==> config.mk <==
export PLATFORM = sky130hd
export DESIGN_NAME = var_deshift
export DESIGN_NICKNAME = d
export VERILOG_FILES = /design/src/rtl/var_shift_pkg.sv /design/src/rtl/var_deshift.sv
export SDC_FILE = /design/constraint.sdc
export NUM_CORES = 1
export LEC_CHECK = 0
export CAP_MARGIN = 30
export CORE_MARGIN = 1
export CORE_UTILIZATION = 55
export CTS_CLUSTER_SIZE = 8
export DETAILED_ROUTE_END_ITERATION = 10
export PLACE_DENSITY_LB_ADDON = 0.12
export SYNTH_ARGS = -nofsm -noshare
export SYNTH_HDL_FRONTEND = slang
export SYNTH_SLANG_ARGS = --single-unit
==> constraint.sdc <==
create_clock -name clk -period 3.3 [get_ports clk]
set_clock_uncertainty 0.2 [all_clocks]
set_input_delay 0.66 -clock clk [delete_from_list [all_inputs] [get_ports clk]]
set_output_delay 0.66 -clock clk [all_outputs]
set_load 0.05 [all_outputs]
==> src/rtl/var_shift_pkg.sv <==
// rtl/var_shift_pkg.sv - shared types and constants for the variable shifter subsystem
//
// Purpose: common definitions used by var_shift (transmit) and var_deshift
// (receive): the deshifter FSM state type, serial bit-order constants and
// the default word width.
package var_shift_pkg;

  localparam int DEFAULT_WIDTH = 32;

  typedef enum logic [1:0] {
    IDLE  = 2'd0,
    SHIFT = 2'd1,
    DONE  = 2'd2
  } deshift_state_t;

  localparam logic DIR_MSB_FIRST = 1'b0;
  localparam logic DIR_LSB_FIRST = 1'b1;

endpackage

==> src/rtl/var_deshift.sv <==
// rtl/var_deshift.sv - serial-in parallel-out frame collector with one-entry output buffer
//
// Purpose: collects a 1..WIDTH bit serial frame (MSB- or LSB-first), right-justifies
// it and presents it on a valid/ready output buffer.
// Optional feature macro: VAR_DESHIFT_PARITY_EN (one trailing even-parity bit per frame).
//
// Ports:
//   clk        in   clock, rising edge
//   clr        in   synchronous active-high reset
//   start      in   begin a frame (IDLE only); latches len and dir
//   len        in   frame length, 0 or >WIDTH means WIDTH
//   dir        in   0 = MSB-first, 1 = LSB-first
//   sin        in   serial data bit
//   sin_valid  in   sin qualifier
//   sin_ready  out  bit accepted when sin_valid & sin_ready (SHIFT only)
//   busy       out  frame in progress (SHIFT or DONE)
//   q          out  assembled right-justified word
//   q_valid    out  q holds an unconsumed word
//   q_ready    in   consumer takes q when q_valid & q_ready
//   q_perr     out  parity error for q (0 without parity feature)
module var_deshift
  import var_shift_pkg::*;
#(
  parameter int WIDTH = DEFAULT_WIDTH,
  parameter int CNT_W = $clog2(WIDTH) + 1
) (
  input  logic             clk,
  input  logic             clr,
  input  logic             start,
  input  logic [CNT_W-1:0] len,
  input  logic             dir,
  input  logic             sin,
  input  logic             sin_valid,
  output logic             sin_ready,
  output logic             busy,
  output logic [WIDTH-1:0] q,
  output logic             q_valid,
  input  logic             q_ready,
  output logic             q_perr
);

  localparam logic [CNT_W-1:0] WIDTH_C = CNT_W'(WIDTH);

  deshift_state_t   state;
  logic [CNT_W-1:0] cnt;
  logic [CNT_W-1:0] len_r;
  logic             dir_r;
  logic [WIDTH-1:0] shreg;

  logic [CNT_W-1:0] len_eff;
  logic             last_bit;
  logic             data_bit;
  logic [WIDTH-1:0] q_just;

  assign len_eff = ((len == '0) || (len > WIDTH_C)) ? WIDTH_C : len;

`ifdef VAR_DESHIFT_PARITY_EN
  logic par;
  // The bit at count == len_r is the trailing parity bit: it closes the
  // frame and feeds the parity accumulator but is never shifted in.
  assign last_bit = (cnt == len_r);
  assign data_bit = (cnt != len_r);
`else
  assign last_bit = (cnt == len_r - CNT_W'(1));
  assign data_bit = 1'b1;
`endif

  // LSB-first bits enter at the top, so a short frame sits left-justified
  // in shreg and has to be moved down to bit 0.
  assign q_just = (dir_r == DIR_LSB_FIRST) ? (shreg >> (WIDTH_C - len_r)) : shreg;

  always_ff @(posedge clk) begin
    if (clr) begin
      state     <= IDLE;
      cnt       <= '0;
      len_r     <= '0;
      dir_r     <= DIR_MSB_FIRST;
      shreg     <= '0;
      q         <= '0;
      q_valid   <= 1'b0;
      q_perr    <= 1'b0;
      sin_ready <= 1'b0;
      busy      <= 1'b0;
`ifdef VAR_DESHIFT_PARITY_EN
      par       <= 1'b0;
`endif
    end else begin
      // Consumption; a reload from DONE below overrides this in the same cycle.
      if (q_valid && q_ready) begin
        q_valid <= 1'b0;
      end

      case (state)
        IDLE: begin
          if (start) begin
            state     <= SHIFT;
            len_r     <= len_eff;
            dir_r     <= dir;
            shreg     <= '0;
            cnt       <= '0;
            sin_ready <= 1'b1;
            busy      <= 1'b1;
`ifdef VAR_DESHIFT_PARITY_EN
            par       <= 1'b0;
`endif
          end
        end

        SHIFT: begin
          if (sin_valid && sin_ready) begin
            cnt <= cnt + CNT_W'(1);
            if (data_bit) begin
              if (dir_r == DIR_LSB_FIRST) begin
                shreg <= {sin, shreg[WIDTH-1:1]};
              end else begin
                shreg <= {shreg[WIDTH-2:0], sin};
              end
            end
`ifdef VAR_DESHIFT_PARITY_EN
            par <= par ^ sin;
`endif
            if (last_bit) begin
              state     <= DONE;
              sin_ready <= 1'b0;
            end
          end
        end

        DONE: begin
          if (!q_valid || q_ready) begin
            q       <= q_just;
            q_valid <= 1'b1;
`ifdef VAR_DESHIFT_PARITY_EN
            q_perr  <= par;
`else
            q_perr  <= 1'b0;
`endif
            state   <= IDLE;
            busy    <= 1'b0;
          end
        end

        default: begin
          state     <= IDLE;
          sin_ready <= 1'b0;
          busy      <= 1'b0;
        end
      endcase
    end
  end

endmodule

==> results.txt, run 1 <==
The run finished with clean final reports. The post-synthesis net count came out at about 640. In this run the worst setup path begins at len_r[1]. The area of placed instances is 5730 sq um. The area of the core came out at ~9200 sq um. STA classifies the critical path endpoint as a flip-flop.

The total number of clock tree sinks came out at 82. The count of inserted antenna diode cells is 0. The cell type with the largest total area after synthesis is dfxtp_1. The internal portion of total power is ~1500 uW. In the layout the commonest cells are nand2_1, dfxtp_1, a21oi_1.

No sink is reached through more buffers than the 2 on the longest clock path. STA classifies the critical path startpoint as a flip-flop. The worst ir drop on vdd came out at slightly below 0.2 mV. The die boundary height is 99.3 um. CTS placed an instance of clkbuf_8 at the clock tree root. The worst setup slack after placement is roughly 0.53 ns. The standard-cell row count is 35. In the finished design, the share of the clock period the worst path needs comes to ~86%. The via count of the first global-routing pass is approximately 4300.

The number of distinct library cells after synthesis came out at between 50 and 60. The count of flip-flops with a built-in enable after synthesis came out at 0. The data required time at the worst endpoint is about 3.4 ns. The number of antenna violations at the first check in global routing is 0.

The mean area per synthesized cell came out at roughly 8.4 sq um. The clock transition time at the flip-flop clock pins of the worst setup and hold paths came out at 0.09 ns. The via count normalized by instance count is ~6.5. For this design the total switching power over the nets is a little under 600 uW.

Along the worst hold path, the cell count comes to 2. The number of buffers created by CTS came out at 9. Setup violations remaining at the end of the flow were counted as 0. Global routing consumed, over all layers together, slightly above 30% of the routing resources. The count of synthesis-stage warnings from yosys came out at 0. The top fanout value on the critical path came out at 41. The worst setup path is of the reg -> reg kind. The number of standard cells after synthesis came out at 620. After detailed placement, the design holds a cell count of between 700 and 800.

The power density normalized to cell area came out at roughly 350 nW/um^2. During I/O placement, the number of pins put on the boundary was 49. The number of design-rule violations left by the first detailed-router iteration is 596. The data arrival at the endpoint of the critical path came out at approximately 2.9 ns. The count of state elements after synthesis came out at 82.

The final cell area excluding filler cells came out at just under 6000 sq um. The number of H-tree levels is 3. The count of endpoints failing hold in the final timing report is 0.

TritonCTS built the clock tree. The netlist area before placement came out at ~5200 sq um. The min-delay analysis places its worst path in the category reg -> reg. The fraction of final layout cells sized beyond drive strength 1 is 13.5%. The maximum clock frequency is 0.353 GHz.

The portion of total power attributed to the clock network is roughly 36%. The final weighted congestion in routability-driven placement came out at between 0.9 and 1. The share of power burned in combinational logic came out at about 15%. The final non-filler cell total is between 700 and 800. Summed over all cells, the static leakage comes to 0.00203 uW. The die is about 99 um wide. The total negative slack is 0 ns.

The number of cells on the worst reg-to-reg path is 9. The most instantiated flip-flop cell in the synthesis netlist is dfxtp_1. The final critical-path required period came out at roughly 2.8 ns. The maximum number of pins on one net before global-route repair came out at 50. The area growth from synthesis to final layout is 13.8%.

The library cell used most frequently in the layout, excluding fill and tap cells, is nand2_1. At the pin with the least slew margin, the transition time is about 0.8 ns. The worst setup slack after layout came out at 0.464 ns. For this run, the post-layout net count is roughly 660. The total area of multi-input combinational cells came out at between 3000 and 4000 sq um. The total of max-cap violations came out at 0. The share of Yosys cell area claimed by the top area cell type came out at 31.5%. Setup repair after global routing left no endpoint under its margin. Sorting the synthesized cells by area gives the leading types as dfxtp_1, mux4_2, nand2_1. The power share of the sequential group came out at 49.3%. Post-CTS timing repair inserted 0 buffers for setup.

The average wire length per cell after detail routing is approximately 19 um. The share of synthesized registers carrying an async set or reset came out at 0%. The floorplan step defined a die boundary enclosing 9860 sq um.

The number of filler cells placed in the layout is 799. The number of gates resized after CTS was 0. The count of unresolved DRC violations after routing is 0. The startpoint of the lowest-slack hold path is busy. The final HPWL from detailed placement is 10.4 mm. The final-layout worst hold slack came out at a little over 0.3 ns. The sequential area share after synthesis came out at about a third. The first global-routing pass estimated ~24 mm of wire. For this block, the via count after detailed routing is about 5000. For this configuration, the core starts out at a cell density of 56.6%. The clock insertion delay at the later pin of the skew report is approximately 0.36 ns. After global routing the overflow that remains totals 0. The number of nets still failing antenna checks after routing came out at 0. The post-detailed-routing wire length is 14.7 mm. The switching share of total power came out at between 20% and 30%. The relative slew slack came out at a little under half. The final-report max-slew violation count was 0. The iteration count of the initial detailed-routing pass is 5. The number of buffers added to fix hold violations after cts came out at 0. The worst register-to-register path begins at len_r[1]. The combined flip-flop and latch cell area is 1640 sq um.

During placement, the flow inserted port buffers numbering 47.
==> worst paths after layout <==
path                            slack (ns)     to
worst min register to register        0.30   busy
worst min-delay path                  0.30   busy
worst max-delay path                  0.46  q[21]
worst max register to register        0.46  q[21]
==> cells by family (layout without fill, tap and decap cells) <==
kind of cell             Yosys count  in the layout  share of synthesized area (%)
multiplexers                      64             64                           19.9
other                              1              1                         0.0720
flip-flops                        82             82                           31.5
adder cells (fa/ha/maj)            2              2                          0.481
buffers and inverters             61             87                           5.50
XOR/XNOR                          13             13                           2.48
AND/OR/NAND/NOR                  223            223                           20.1
AO/OA/AOI/OAI                    174            174                           19.9
==> cell usage after synthesis, types with 2 or more instances <==
cell	n
nor2_1	29
a311oi_1	2
nand2b_1	6
nand3_1	31
o21ai_1	34
a21oi_1	54
o21ai_0	36
nand4b_1	2
nor2b_1	22
buf_2	13
and2_1	2
buf_4	5
xnor2_1	7
a32oi_1	2
mux2_1	2
inv_1	4
a21boi_0	3
nand3b_1	7
inv_2	2
or3_1	2
nor3_1	8
mux4_2	31
nand4_1	3
a221oi_1	13
buf_1	2
mux2i_1	25
clkbuf_1	32
dfxtp_1	82
o21bai_1	2
buf_6	3
mux2_2	6
ha_1	2
xor2_1	4
a31oi_1	9
a211oi_1	10
nand2_1	103
==> state kept, by name (all words and copies together), names as in the netlist <==
| signal | flops |
|---|---|
| shreg | 32 |
| q | 32 |
| dir_r | 1 |
| sin_ready | 1 |
| len_r | 6 |
| busy | 1 |
| q_valid | 1 |
| cnt | 6 |
| state | 2 |
==> stage by stage <==
stage          total power, uW  util (%)
2_1_floorplan             1260         -
3_3_place_gp              1330      62.4
3_5_place_dp              1330      62.4
4_1_cts                   2050      64.4
5_1_grt                   2120      64.4
6_report                  2050      64.4
==> power by group through the flow <==
stage	Clock, uW	Combinational, uW	Sequential [uW]
global route	786	325	1010
global placement	0	296	1030
finish	736	303	1010
CTS	743	300	1010
detailed placement	0	299	1030
floorplan	0	213	1040
==> layout make-up <==
| cell class | instances | share of cell area, % |
|---|---|---|
| sequential | 82 | 27.7 |
| timing repair buffer | 66 | 10.8 |
| inverter | 6 | 0.380 |
| clock buffer | 10 | 2.32 |
| multi-input combinational | 477 | 55.5 |
| clock inverter | 5 | 0.929 |
| tap | 111 | 2.34 |
==> critical path, stage by stage (launching register included) <==
cell      delay (ns)
dfxtp_1         0.48
inv_1           0.07
ha_1            0.32
buf_12          0.23
mux2_2          0.38
mux4_2          0.49
nand2_1         0.09
nand2_1         0.08
a221oi_1        0.29
nor2_1          0.08
==> routing by layer <==
metal,vias up,share of wire [%],global-route usage [%]
li1,2301,-,-
met1,2371,46,47.9
met2,259,43,43.0
met3,24,9.6,5.41
met4,0,1.8,9.50
met5,-,0,0
(Power assumes the default switching activity.)
==> run 2, diff against run 1 <==
--- a/config.mk
+++ b/config.mk
@@ -5,9 +5,9 @@
 export SDC_FILE = /design/constraint.sdc
 export NUM_CORES = 1
 export LEC_CHECK = 0
-export CAP_MARGIN = 30
+export CAP_MARGIN = 40
 export CORE_MARGIN = 1
-export CORE_UTILIZATION = 55
+export CORE_UTILIZATION = 35
 export CTS_CLUSTER_SIZE = 8
 export DETAILED_ROUTE_END_ITERATION = 10
 export PLACE_DENSITY_LB_ADDON = 0.12
==> run 2 against run 1 <==
Clock power up 37%. Worst hold slack better by 0.00098 ns. Via count down 2.5%. Wire length up 10%. Maximum frequency down 3.9%. Clock-buffer cell count up 2. Sequential share of layout area down 0.94 points. First-iteration DRC count down 18%. Sequential power about the same. Combinational power up 2%. Cell area up 3.5%.
==> results.txt, run 2 (synthesis results as in run 1) <==
The nature of the critical path startpoint is a flip-flop (unchanged). The die boundary height is 124 um (was 99.3 um). The top fanout value on the critical path is 12 (was 41). The power density normalized to cell area was 380 nW/um^2 (was 346 nW/um^2). The number of nets in the finished design is 660 (was 657). The total negative slack is 0 ns (unchanged).

The data required time at the worst endpoint is 3.32 ns (was 3.35 ns). The standard-cell row count came to 44 (was 35). The combined flip-flop and latch cell area came out at 1640 sq um (unchanged). The pin slew with the least headroom to its limit is 0.684 ns (was 0.782 ns).

Setup repair after global routing missed its margin: no (unchanged). The iteration count of the initial detailed-routing pass came out at 5 (unchanged). The full die area came to 15400 sq um (was 9860 sq um). Largest registers ranked by flip-flop count: q: 32 flops, shreg: 32 flops (unchanged). The total leakage power came to 0.00210 uW (was 0.00203 uW). The total of max-cap violations came to 0 (unchanged). Commonest non-fill, non-tap cells in the layout: nand2_1, dfxtp_1, a21oi_1 (unchanged). The number of buffers created by CTS came to 9 (unchanged). The maximum number of pins on one net before global-route repair is 44 (was 50). The via count normalized by instance count came to 5.80 (was 6.55). The buffer levels on the longest clock path is 2 (unchanged). The post-layout total power is 2330 uW (was 2050 uW).

The via count of the first global-routing pass came out at 4332 (was 4277). The endpoint class of the critical path is a flip-flop (unchanged). The total grt overflow is 0 (unchanged). The clock tree from TritonCTS is done (unchanged). The effective utilization at floorplan came to 35.8% (was 56.6%). The count of inserted antenna diode cells came to 0 (unchanged).

The clock transition time at the flip-flop clock pins of the worst setup and hold paths came out at 0.06 ns (was 0.09 ns). The final critical-path required period is 2.95 ns (was 2.84 ns). The clock insertion delay at the later pin of the skew report came out at 0.34 ns (was 0.36 ns). The number of failing setup endpoints in the final timing report is 0 (unchanged). The global router's overall resource usage is 22.0% (was 30.8%). The total area of multi-input combinational cells was 3290 sq um (unchanged). The beginning of the worst register-to-register path is len_r[1] (unchanged). The fraction of final layout cells sized beyond drive strength 1 is 13.6% (was 13.5%). The final period utilization is 89.4% (was 85.9%).

The horizontal die dimension came to 124 um (was 99.3 um). The worst setup slack after placement came out at 0.353 ns (was 0.527 ns). The final weighted congestion in routability-driven placement is 0.903 (was 0.943).

The worst ir drop on vdd is 0.258 mV (was 0.198 mV). The path class of the lowest-slack min-delay path is reg -> reg (unchanged). The number of primary I/O pins was 49 (unchanged). The number of design-rule violations left by the first detailed-router iteration is 489 (was 596). The area of the core came out at 14500 sq um (was 9200 sq um). The startpoint of the lowest-slack hold path is q[27] (was busy). The relative slew slack is 54.3% (was 47.7%). The total number of clock tree sinks is 82 (unchanged). The average wire length per cell after detail routing is 19.4 um (about the same). The number of H-tree levels was 3 (unchanged).

The wire length of the first global-routing pass is 25.2 mm (was 23.6 mm). The data arrival at the endpoint of the critical path came out at 2.97 ns (was 2.88 ns). The number of buffers added to fix hold violations after cts is 0 (unchanged). The number of gates given a new drive strength after cts is 0 (unchanged).

The area growth from synthesis to final layout came to 17.8% (was 13.8%). The number of I/O port buffers came out at 47 (unchanged). The worst setup slack after layout was 0.350 ns (was 0.464 ns). The count of endpoints failing hold in the final timing report came out at 0 (unchanged).

The final HPWL from detailed placement is 11.5 mm (was 10.4 mm). The post-CTS setup buffer count is 0 (unchanged). The count of unresolved DRC violations after routing is 0 (unchanged).

The utilization of the core after routing is 42.2% (was 64.4%). The most common library cell in the layout ignoring fill and taps is nand2_1 (unchanged). The type of the worst setup path is reg -> reg (unchanged). The number of placed instances with taps included is 818 (was 742).

The maximum clock frequency was 0.339 GHz (was 0.353 GHz). The final-report max-slew violation count is 0 (unchanged). The total number of vias is 4832 (was 4955).

The post-detailed-routing wire length came out at 16.2 mm (was 14.7 mm). The number of filler cells placed in the layout is 1439 (was 799). The critical path launch point is len_r[1] (unchanged).

The number of nets still failing antenna checks after routing is 0 (unchanged). The final non-filler cell total is 833 (was 757). The number of antenna violations at the first check in global routing came out at 0 (unchanged). Result of the run: finished, final reports clean (unchanged).

The master cell of the clock root buffer is clkbuf_16 (was clkbuf_8).
## run 2: cell count changes in the layout (fill, tap and decap cells not counted)
cell,change
clkbuf_1,+2
clkbuf_8,-9
buf_4,+3
clkbuf_16,+9
clkinvlp_4,-2
## run 2: final timing paths
check | endpoint | slack, ns | cells past startpoint
max | q[21] | 0.35 | 8
min reg2reg | q[27] | 0.30 | 2
min | q[27] | 0.30 | 2
max reg2reg | q[21] | 0.35 | 8
## run 2: worst max-delay path, stage by stage, from the launching register on
cell and delay, ns:
dfxtp_1 0.47, inv_1 0.08, ha_1 0.61, mux2_1 0.39, mux4_2 0.49, nand2_1 0.09, nand2_1 0.07, a221oi_1 0.34
nor2_1 0.08
## run 2: stage by stage
stage               cell area [sq um]  hold slack, ns
global route                     6130           0.320
detailed placement               5850           0.296
global placement                 5850           0.287
CTS                              6130           0.310
finish                           6130           0.304
floorplan                        5210           0.263
## run 2: per-layer routing
metal	global-route usage, %	part of all wire, %	wire, um
met5	0	0	0
met4	8.48	2.0	332
met3	3.94	7.1	1140
met2	30.5	42	6840
met1	33.3	49	7880
## run 2: area by class of cell
| class | instances | area share (%) |
|---|---|---|
| clock buffer | 12 | 4.02 |
| clock inverter | 3 | 0.653 |
| inverter | 6 | 0.367 |
| multi-input combinational | 477 | 53.6 |
| sequential | 82 | 26.8 |
| tap | 184 | 3.75 |
| timing repair buffer | 69 | 10.8 |
## run 2: power by group
part           internal [uW]  switching [uW]  leakage (uW)
sequential              1000            16.9      0.000663
clock                    601             407      0.000142
combinational            115             195       0.00129
==> run 3, diff against run 2 <==
--- a/config.mk
+++ b/config.mk
@@ -5,7 +5,6 @@
 export SDC_FILE = /design/constraint.sdc
 export NUM_CORES = 1
 export LEC_CHECK = 0
-export CAP_MARGIN = 40
 export CORE_MARGIN = 1
 export CORE_UTILIZATION = 35
 export CTS_CLUSTER_SIZE = 8
==> constraint.sdc (replaced) <==
create_clock -name clk -period 3.3 [get_ports clk]
set_clock_uncertainty 0.2 [all_clocks]
set_input_delay 0.66 -clock clk [delete_from_list [all_inputs] [get_ports clk]]
set_output_delay 0.66 -clock clk [all_outputs]
set_load 0.02 [all_outputs]
==> results of run 3 <==
The final DEF is identical to that of run 2. Status: finished, final reports clean.
Main changes from that run: total power 2330 uW -> 2320 uW
